==> config.mk <==
export PLATFORM = sky130hd
export DESIGN_NAME = noise_level_ctrl
export DESIGN_NICKNAME = d
export VERILOG_FILES = /design/src/rtl/noise_pkg.sv /design/src/rtl/noise_lfsr.sv /design/src/rtl/noise_level_ctrl.sv
export SDC_FILE = /design/constraint.sdc
export NUM_CORES = 1
export LEC_CHECK = 0
export ABC_AREA = 0
export CORE_ASPECT_RATIO = 1.25
export CORE_MARGIN = 2
export CORE_UTILIZATION = 33
export DETAILED_ROUTE_END_ITERATION = 6
export PLACE_DENSITY = 0.53
export SYNTH_ARGS = -nofsm -noshare
export SYNTH_HDL_FRONTEND = slang
export SYNTH_SLANG_ARGS = --single-unit
==> constraint.sdc <==
create_clock -name clk -period 8 [get_ports clk]
set_input_delay 1.2 -clock clk [delete_from_list [all_inputs] [get_ports clk]]
set_output_delay 1.2 -clock clk [all_outputs]
set_load 0.005 [all_outputs]
==> src/rtl/noise_pkg.sv <==
// Shared definitions for the noise-level controller: mode encodings, LFSR tap
// masks and the one-hot output encoder.
package noise_pkg;

    typedef enum logic [1:0] {
        MODE_DIRECT = 2'd0,
        MODE_RAMP   = 2'd1,
        MODE_RANDOM = 2'd2,
        MODE_HOLD   = 2'd3
    } mode_e;

    localparam int          MAX_LEVELS  = 64;
    localparam logic [15:0] LFSR16_TAPS = 16'hB400;

    // Maximal-length Fibonacci tap masks (bit i set = tap at stage i+1).
    function automatic logic [31:0] lfsr_taps(input int unsigned w);
        logic [31:0] m;
        case (w)
            32'd3:   m = 32'h0000_0006;
            32'd4:   m = 32'h0000_000C;
            32'd5:   m = 32'h0000_0014;
            32'd6:   m = 32'h0000_0030;
            32'd7:   m = 32'h0000_0060;
            32'd8:   m = 32'h0000_00B8;
            32'd16:  m = {16'h0000, LFSR16_TAPS};
            32'd32:  m = 32'h8020_0003;
            default: m = {16'h0000, LFSR16_TAPS};
        endcase
        return m;
    endfunction

    // One-hot level, or the two-top-bits overload pattern when ovf is set.
    function automatic logic [MAX_LEVELS-1:0] onehot_level(input int unsigned level,
                                                          input logic        ovf,
                                                          input int unsigned n_levels);
        logic [MAX_LEVELS-1:0] v;
        if (ovf) begin
            v = {{(MAX_LEVELS-2){1'b0}}, 2'b11} << (n_levels - 32'd2);
        end else begin
            v = {{(MAX_LEVELS-1){1'b0}}, 1'b1} << level;
        end
        return v;
    endfunction

endpackage

==> src/rtl/noise_lfsr.sv <==
// Fibonacci LFSR that advances on every enabled cycle; a zero seed is forced
// to 1 so the register can never lock up.
module noise_lfsr
    import noise_pkg::*;
#(
    parameter int                LFSR_W    = 16,
    parameter logic [LFSR_W-1:0] LFSR_SEED = 16'hACE1,
    parameter int                OUT_W     = LFSR_W
) (
    input  logic             i_clk,
    input  logic             i_rst,
    input  logic             i_en,
    output logic [OUT_W-1:0] o_state
);

    localparam logic [LFSR_W-1:0] SEED_EFF =
        (LFSR_SEED == {LFSR_W{1'b0}}) ? {{(LFSR_W-1){1'b0}}, 1'b1} : LFSR_SEED;
    localparam logic [LFSR_W-1:0] TAPS = LFSR_W'(lfsr_taps(LFSR_W));

    logic [LFSR_W-1:0] r_state;
    logic              w_fb;

    assign w_fb    = ^(r_state & TAPS);
    assign o_state = r_state[OUT_W-1:0];

    // Shift register update
    always_ff @(posedge i_clk or posedge i_rst) begin
        if (i_rst) begin
            r_state <= SEED_EFF;
        end else if (i_en) begin
            r_state <= {r_state[LFSR_W-2:0], w_fb};
        end
    end

endmodule

==> src/rtl/noise_level_ctrl.sv <==
// Parametrised one-hot noise-level driver with direct, ramp, random and hold
// modes, a step prescaler and overload/status flags.
module noise_level_ctrl
    import noise_pkg::*;
#(
    parameter int                N_LEVELS  = 7,
    parameter int                SEL_W     = 3,
    parameter int                STEP_DIV  = 1000,
    parameter int                LFSR_W    = 16,
    parameter logic [LFSR_W-1:0] LFSR_SEED = 16'hACE1
) (
    input  logic                clk,
    input  logic                rst,
    input  logic                en,
    input  logic [1:0]          mode,
    input  logic [SEL_W-1:0]    s,
    output logic [N_LEVELS-1:0] noise,
    output logic [SEL_W-1:0]    level,
    output logic                busy,
    output logic                settled,
    output logic                ovf
);

    localparam int               PW         = (STEP_DIV > 1) ? $clog2(STEP_DIV) : 1;
    localparam logic [PW-1:0]    PRESC_MAX  = PW'(STEP_DIV - 1);
    localparam logic [SEL_W-1:0] TOP_LEVEL  = SEL_W'(N_LEVELS - 1);
    localparam logic [SEL_W-1:0] N_LVL_W    = SEL_W'(N_LEVELS);
    localparam logic [SEL_W:0]   N_EXT      = (SEL_W+1)'(N_LEVELS);

    logic [PW-1:0]       r_presc;
    mode_e               r_mode_q;
    logic [SEL_W-1:0]    r_level;
    logic                r_busy;
    logic                r_settled;
    logic                r_ovf;
    logic [N_LEVELS-1:0] r_noise;

    mode_e                 w_mode;
    logic                  w_mode_chg;
    logic                  w_tick;
    logic                  w_s_ovf;
    logic [SEL_W-1:0]      w_target;
    logic [SEL_W-1:0]      w_rnd;
    logic [SEL_W-1:0]      w_rand_level;
    logic [SEL_W-1:0]      w_ramp_level;
    logic [SEL_W-1:0]      w_level_nx;
    logic                  w_busy_nx;
    logic                  w_settled_nx;
    logic                  w_ovf_nx;
    logic                  w_ovl_pat;
    logic                  w_noise_upd;
    logic [MAX_LEVELS-1:0] w_noise_full;

    noise_lfsr #(
        .LFSR_W    (LFSR_W),
        .LFSR_SEED (LFSR_SEED),
        .OUT_W     (SEL_W)
    ) u_lfsr (
        .i_clk   (clk),
        .i_rst   (rst),
        .i_en    (en),
        .o_state (w_rnd)
    );

    // A mode change reloads the prescaler and suppresses that cycle's tick.
    assign w_mode       = mode_e'(mode);
    assign w_mode_chg   = (w_mode != r_mode_q);
    assign w_tick       = (r_presc == {PW{1'b0}}) && !w_mode_chg;
    assign w_s_ovf      = ({1'b0, s} >= N_EXT);
    assign w_target     = w_s_ovf ? TOP_LEVEL : s;
    assign w_rand_level = ({1'b0, w_rnd} >= N_EXT) ? (w_rnd - N_LVL_W) : w_rnd;

    // One ramp step toward the target on each tick
    always_comb begin
        w_ramp_level = r_level;
        if (w_tick && (r_level != w_target)) begin
            if (w_target > r_level) begin
                w_ramp_level = r_level + 1'b1;
            end else begin
                w_ramp_level = r_level - 1'b1;
            end
        end else begin
            w_ramp_level = r_level;
        end
    end

    // Next-state selection per operating mode
    always_comb begin
        w_level_nx   = r_level;
        w_busy_nx    = 1'b0;
        w_settled_nx = 1'b0;
        w_ovf_nx     = 1'b0;
        w_ovl_pat    = 1'b0;
        w_noise_upd  = 1'b1;
        case (w_mode)
            MODE_DIRECT: begin
                w_level_nx = w_target;
                w_ovf_nx   = w_s_ovf;
                w_ovl_pat  = w_s_ovf;
            end
            MODE_RAMP: begin
                w_level_nx   = w_ramp_level;
                w_busy_nx    = (w_ramp_level != w_target);
                w_settled_nx = (w_ramp_level != r_level) && (w_ramp_level == w_target);
                w_ovf_nx     = w_s_ovf;
            end
            MODE_RANDOM: begin
                if (w_tick) begin
                    w_level_nx = w_rand_level;
                end else begin
                    w_level_nx = r_level;
                end
            end
            MODE_HOLD: begin
                w_noise_upd = 1'b0;
            end
            default: begin
                w_noise_upd = 1'b0;
            end
        endcase
    end

    assign w_noise_full = onehot_level(32'(w_level_nx), w_ovl_pat, N_LEVELS);

    // State and registered outputs; en=0 freezes everything except settled
    always_ff @(posedge clk or posedge rst) begin
        if (rst) begin
            r_presc   <= PRESC_MAX;
            r_mode_q  <= MODE_DIRECT;
            r_level   <= {SEL_W{1'b0}};
            r_busy    <= 1'b0;
            r_settled <= 1'b0;
            r_ovf     <= 1'b0;
            r_noise   <= {N_LEVELS{1'b0}};
        end else if (en) begin
            r_presc   <= (w_mode_chg || (r_presc == {PW{1'b0}})) ? PRESC_MAX
                                                                 : (r_presc - 1'b1);
            r_mode_q  <= w_mode;
            r_level   <= w_level_nx;
            r_busy    <= w_busy_nx;
            r_settled <= w_settled_nx;
            r_ovf     <= w_ovf_nx;
            if (w_noise_upd) begin
                r_noise <= w_noise_full[N_LEVELS-1:0];
            end
        end else begin
            r_settled <= 1'b0;
        end
    end

    assign noise   = r_noise;
    assign level   = r_level;
    assign busy    = r_busy;
    assign settled = r_settled;
    assign ovf     = r_ovf;

endmodule
; ---- Word-level counts from Yosys, hierarchy flattened
; Cells that the tools add are included.
[op_classes]
addsub = 4
order_cmp = 3
n_eq_ne = 8
n_shift = 1
mux = 13
bitwise = 1
reduce_logical = 10
[op_table]
columns = op, n
row1 = 16-bit parity, 1
row2 = 3-bit 2-to-1 mux, 5
row3 = 10-bit zero test, 1
row4 = 10-bit 2-to-1 mux, 1
row5 = 10-bit by 1-bit subtractor with 10-bit output (second input constant), 1
row6 = 3-bit != test, 3
row7 = 3-bit case mux with 3 select lines, 1
row8 = 7-bit 2-to-1 mux, 1
row9 = 1-bit by 3-bit << shifter with 7-bit output (first input constant), 1
row10 = 3-bit greater-or-equal comparator (second input constant), 2
row11 = 1-bit 2-to-1 mux, 5
row12 = 2-bit equality test (second input constant), 2
row13 = 3-bit by 1-bit adder with 3-bit output (second input constant), 1
row14 = 3-bit equality test, 1
row15 = 3-bit greater-than comparator, 1
row16 = 1-bit logical AND, 3
row17 = 3-bit by 1-bit subtractor with 3-bit output (second input constant), 1
row18 = 3-bit subtractor (second input constant), 1
row19 = 2-bit by 1-bit equality test with 1-bit output (second input constant), 1
row20 = 2-bit zero test, 1
row21 = 2-bit != test, 1
row22 = 2-bit AND reduction, 1
row23 = 2-bit OR reduction, 1
row24 = 1-bit zero test, 1
row25 = other kinds (2), 2
[totals]
regBits = 41
input_bits = 8
output_inout_bits = 13
elab_cells = 48

; ---- Longest topological paths before layout
[logic_depth]
ltp_word = 9
ltp_mapped = 12
mapped_depth_nobuf = 11

; ---- By module
; Synthesis repeated with hierarchy kept, for this count alone.
[unflattened]
hier_cells = 238
hier_area_um2 = 2571.2
[by_module_without_submodules]
columns = mod, n_inst, cells_per_inst, area_per_inst_um2
row1 = noise_level_ctrl, 1, 196, 1869.3
row2 = noise_lfsr, 1, 42, 701.9

; ---- Least setup slack after synthesis
; OpenSTA, ideal clock, no wires.
[synth_path]
kind = input -> register
start = input port s[1]
end = register r_noise[6], in the netlist noise[6]
arrival_ns = 3.746
slack_ns = 4.160
stages = 12
path_buffers = 1
path_cell_list = clkbuf_1 -> nand2_1 -> and2_1 -> inv_1 -> ha_1 -> and3_1 -> a21oi_1 -> fa_1 -> and4_1 -> nor3b_1 -> o22ai_1 -> a211oi_1
[synth_via]
elab_chain_len = 8
word_cells_on_any_way = 11
cone_classes = order compare (2) / eq/ne (1) / shift (1) / mux (6) / reduce/logical (1)
[synth_lines]
columns = item, line
row1 = start: declaration, noise_level_ctrl.sv:16  ; input logic [SEL_W-1:0] s,
row2 = 3-bit greater-or-equal comparator, noise_level_ctrl.sv:69  ; assign w_s_ovf = ({1'b0, s} >= N_EXT);
row3 = 3-bit 2-to-1 mux, noise_level_ctrl.sv:70  ; assign w_target = w_s_ovf ? TOP_LEVEL : s;
row4 = 3-bit greater-than comparator or 3-bit != test (tied branches), "noise_level_ctrl.sv:77, noise_level_ctrl.sv:76"
row5 = 3-bit 2-to-1 mux or 1-bit logical AND (tied branches), "noise_level_ctrl.sv:77, noise_level_ctrl.sv:76"
row6 = 3-bit 2-to-1 mux, noise_level_ctrl.sv:76  ; if (w_tick && (r_level != w_target)) begin
row7 = 3-bit case mux with 3 select lines, noise_level_ctrl.sv:95  ; case (w_mode)
row8 = 1-bit by 3-bit << shifter with 7-bit output, noise_pkg.sv:40  ; v = {{(MAX_LEVELS-1){1'b0}}, 1'b1} << level;
row9 = 7-bit 2-to-1 mux (*), noise_pkg.sv:37  ; if (ovf) begin
row10 = end signal: assignment, noise_level_ctrl.sv:134  ; r_noise <= {N_LEVELS{1'b0}};
row11 = end signal: assignment, noise_level_ctrl.sv:144  ; r_noise <= w_noise_full[N_LEVELS-1:0];
row12 = end: declaration, noise_level_ctrl.sv:36  ; logic [N_LEVELS-1:0] r_noise;
; Every way passes the cells marked *; elsewhere a longest branch is shown, timed or not.
; A chain may end at the register's enable or synchronous reset.

; ---- Worst setup path after layout
; Same ends and word-level chain as after synthesis.

==> out/results.ini <==
[pwr]
p_per_area_nw_per_um2=256
p_total_uw=710
p_leak_nw=1.09
max-vdd-ir-drop_uv=80.5

[worst_setup_path]
critPathMaxFanout=8
r2r-end=noise[6]
path_class=input pin to flop
crit_path_end_kind=flop
rr_startpoint=level[2]
required_ns=8.21
timing.reg2reg.setup_slack_ns=4.87
critPathLaunchType=input pin
arrival_ns=4.51
r2r_cells=9
crit_start=s[1]

[final_layout]
antenna_cells=0
nets=266
drive_gt1_frac=0.206
syn_to_final_growth_pct=16.7

[cts]
cts_tree=yes
cts_num_sinks=41
post_cts_buffers=0
clock_path_buffers=2
cts-hold-fix-buffers=0
cts_resized=0
clockRootBuffer=clkbuf_8
clk-insertion-delay-late_ns=0.29
path_clk_slew_ns=0.08
cts_buffers=5
htree_levels=2

[yosys]
yosys.area_share.adder=0.0400
postSynthCellCount=234
yosys-top-cells-area=dfrtp_1 26%, dfstp_2 18%, mux2_2 8.5%, xnor2_1 4.4%, ha_1 3.2%
yosys-mux-area-fraction=0.0894
syn-num-nets=249
post-synth-top-count-cell=dfrtp_1
synthXorXnorAreaFrac=0.0720
synth.yosys.seq_area_share=0.440
syn_avg_cell_area_um2=10.2
synth_top_area_cell=dfrtp_1
ys_types=55
synth_top_area_share=0.263
synth-simple-area-share=0.179
synth_top_family_by_area=simple AND/OR/NAND/NOR gates
synth-edff-count=0
async_reset_ff_frac=1.00
synth_compound_area_frac=0.144
syn-cell-area_um2=2380
ys.flop_type=dfrtp_1
yosys_warnings=0
yosys_register_bits=41
synthTopCellsByCount=25 x dfrtp_1, 18 x mux2_2, 17 x nand2_1

[drt]
drt_iter0_markers=108
final_antenna_net_count=0
drcViolationCount=0
drtPass1Iterations=4
viasPerCell=5.25
num_vias=1794
wl_per_cell_um=14.0
routed_wl_um=4780

[sta]
hold_violations=0
rsz0062_at_grt=no
period_needed_ns=4.30
slew-limit-headroom=0.525
setup_viol=0
setup_tns_ns=0
maxSlewViolCount=0
fin_crit_sh=0.538
fin_skew_ns=0.00860
fmax_mhz=232
holdWs_ns=0.504
worst_pin_slew_ns=0.710

[floorplanning]
std_cell_rows=34
dieWidth_um=80.0
start_util=0.341
boundaryPins=21
dieArea_um2=7910
die_y_um=98.9
core-area_um2=6980

[placed_design]
port-buffer-count=20
dpl.hpwl_um=3440
place.gp.congestion=0.961

[grt]
antenna_found_initial=0
grt_pass1_wl_um=8400
grt-ovfl-total=0
grt_max_degree=42
track_usage=0.132
grt_pass1_vias=1763

[job]
max-cap-violations=0

[min_path]
hold_class=flop to flop
hold_start=noise[4]
whs_endpoint=noise[4]
whs_path_depth=2

[run_status]
status=complete, no violations

[registers in the layout, summed over array words and instances, names as in the netlist]
name and cells:
r_mode_q 2, busy 1, u_lfsr.r_state 16, ovf 1, level 3, noise 7
settled 1, r_presc 10
[metal layers]
metal,track usage,wire [um]
met1,0.171,2150
met2,0.216,2430
met3,0.0311,141
met4,0.0456,65
met5,0,0
[critical path: stages]
cell             delay [ns]
clkdlybuf4s50_1        0.65
nand2_1                0.07
and2_1                 0.22
inv_1                  0.07
ha_1                   0.22
and3_1                 0.19
a21oi_1                0.31
fa_1                   0.52
and4_1                 0.21
nor3b_1                0.40
o22ai_1                0.18
a211oi_1               0.25
[cell families (layout without fill, tap and decap cells)]
| kind of cell | after synthesis | after routing |
|---|---|---|
| AOI/OAI and AO/OA | 50 | 50 |
| DFF | 41 | 41 |
| muxes | 19 | 19 |
| buffers and inverters | 23 | 41 |
| adders and majority gates | 7 | 7 |
| xor gates and xnor gates | 18 | 18 |
| and+or+nand+nor | 76 | 76 |
[power by group]
group / leakage [nW] / total (mW) / switching, mW / internal [mW]
Clock: 0.0543 / 0.168 / 0.0742 / 0.0934
Sequential: 0.479 / 0.323 / 0.0441 / 0.279
Combinational: 0.559 / 0.220 / 0.0980 / 0.122
[cell type report]
type	instances	area, um^2
fillers	687	4200
multi-input cells	170	1250
flip-flops and latches	41	1050
repair buffers	22	215
well taps	90	113
clock buffers	5	68.8
clock inverters	3	46.3
inverters	11	41.3
[placed cells by master, fill, tap and decap left out, drive strengths merged, types with 11 or more instances in the layout]
cell            n
dfstp          16
a21oi          14
inv            11
mux2           18
xnor2          12
nor2           12
dfrtp          25
nand2          17
clkdlybuf4s50  20
[how the worst max path moves through the flow]
stage,to,slack [ns],cells past startpoint
CTS,noise[6],3.73,12
detailed placement,noise[6],3.43,12
global route,noise[6],3.48,12
finish,noise[6],3.70,12
floorplan,noise[6],4.16,12
global placement,noise[6],3.53,12
[per-stage QoR]
stage          worst slack, ns  utilization  area, um^2  std cells
6_report                  3.70        0.398        2780        342
5_1_grt                   3.48        0.398        2780        342
4_1_cts                   3.73        0.398        2780        342
3_5_place_dp              3.43        0.381        2660        334
3_3_place_gp              3.53        0.381        2660        334
2_1_floorplan             4.16            -        2380        234
(Power assumes the default switching activity.)
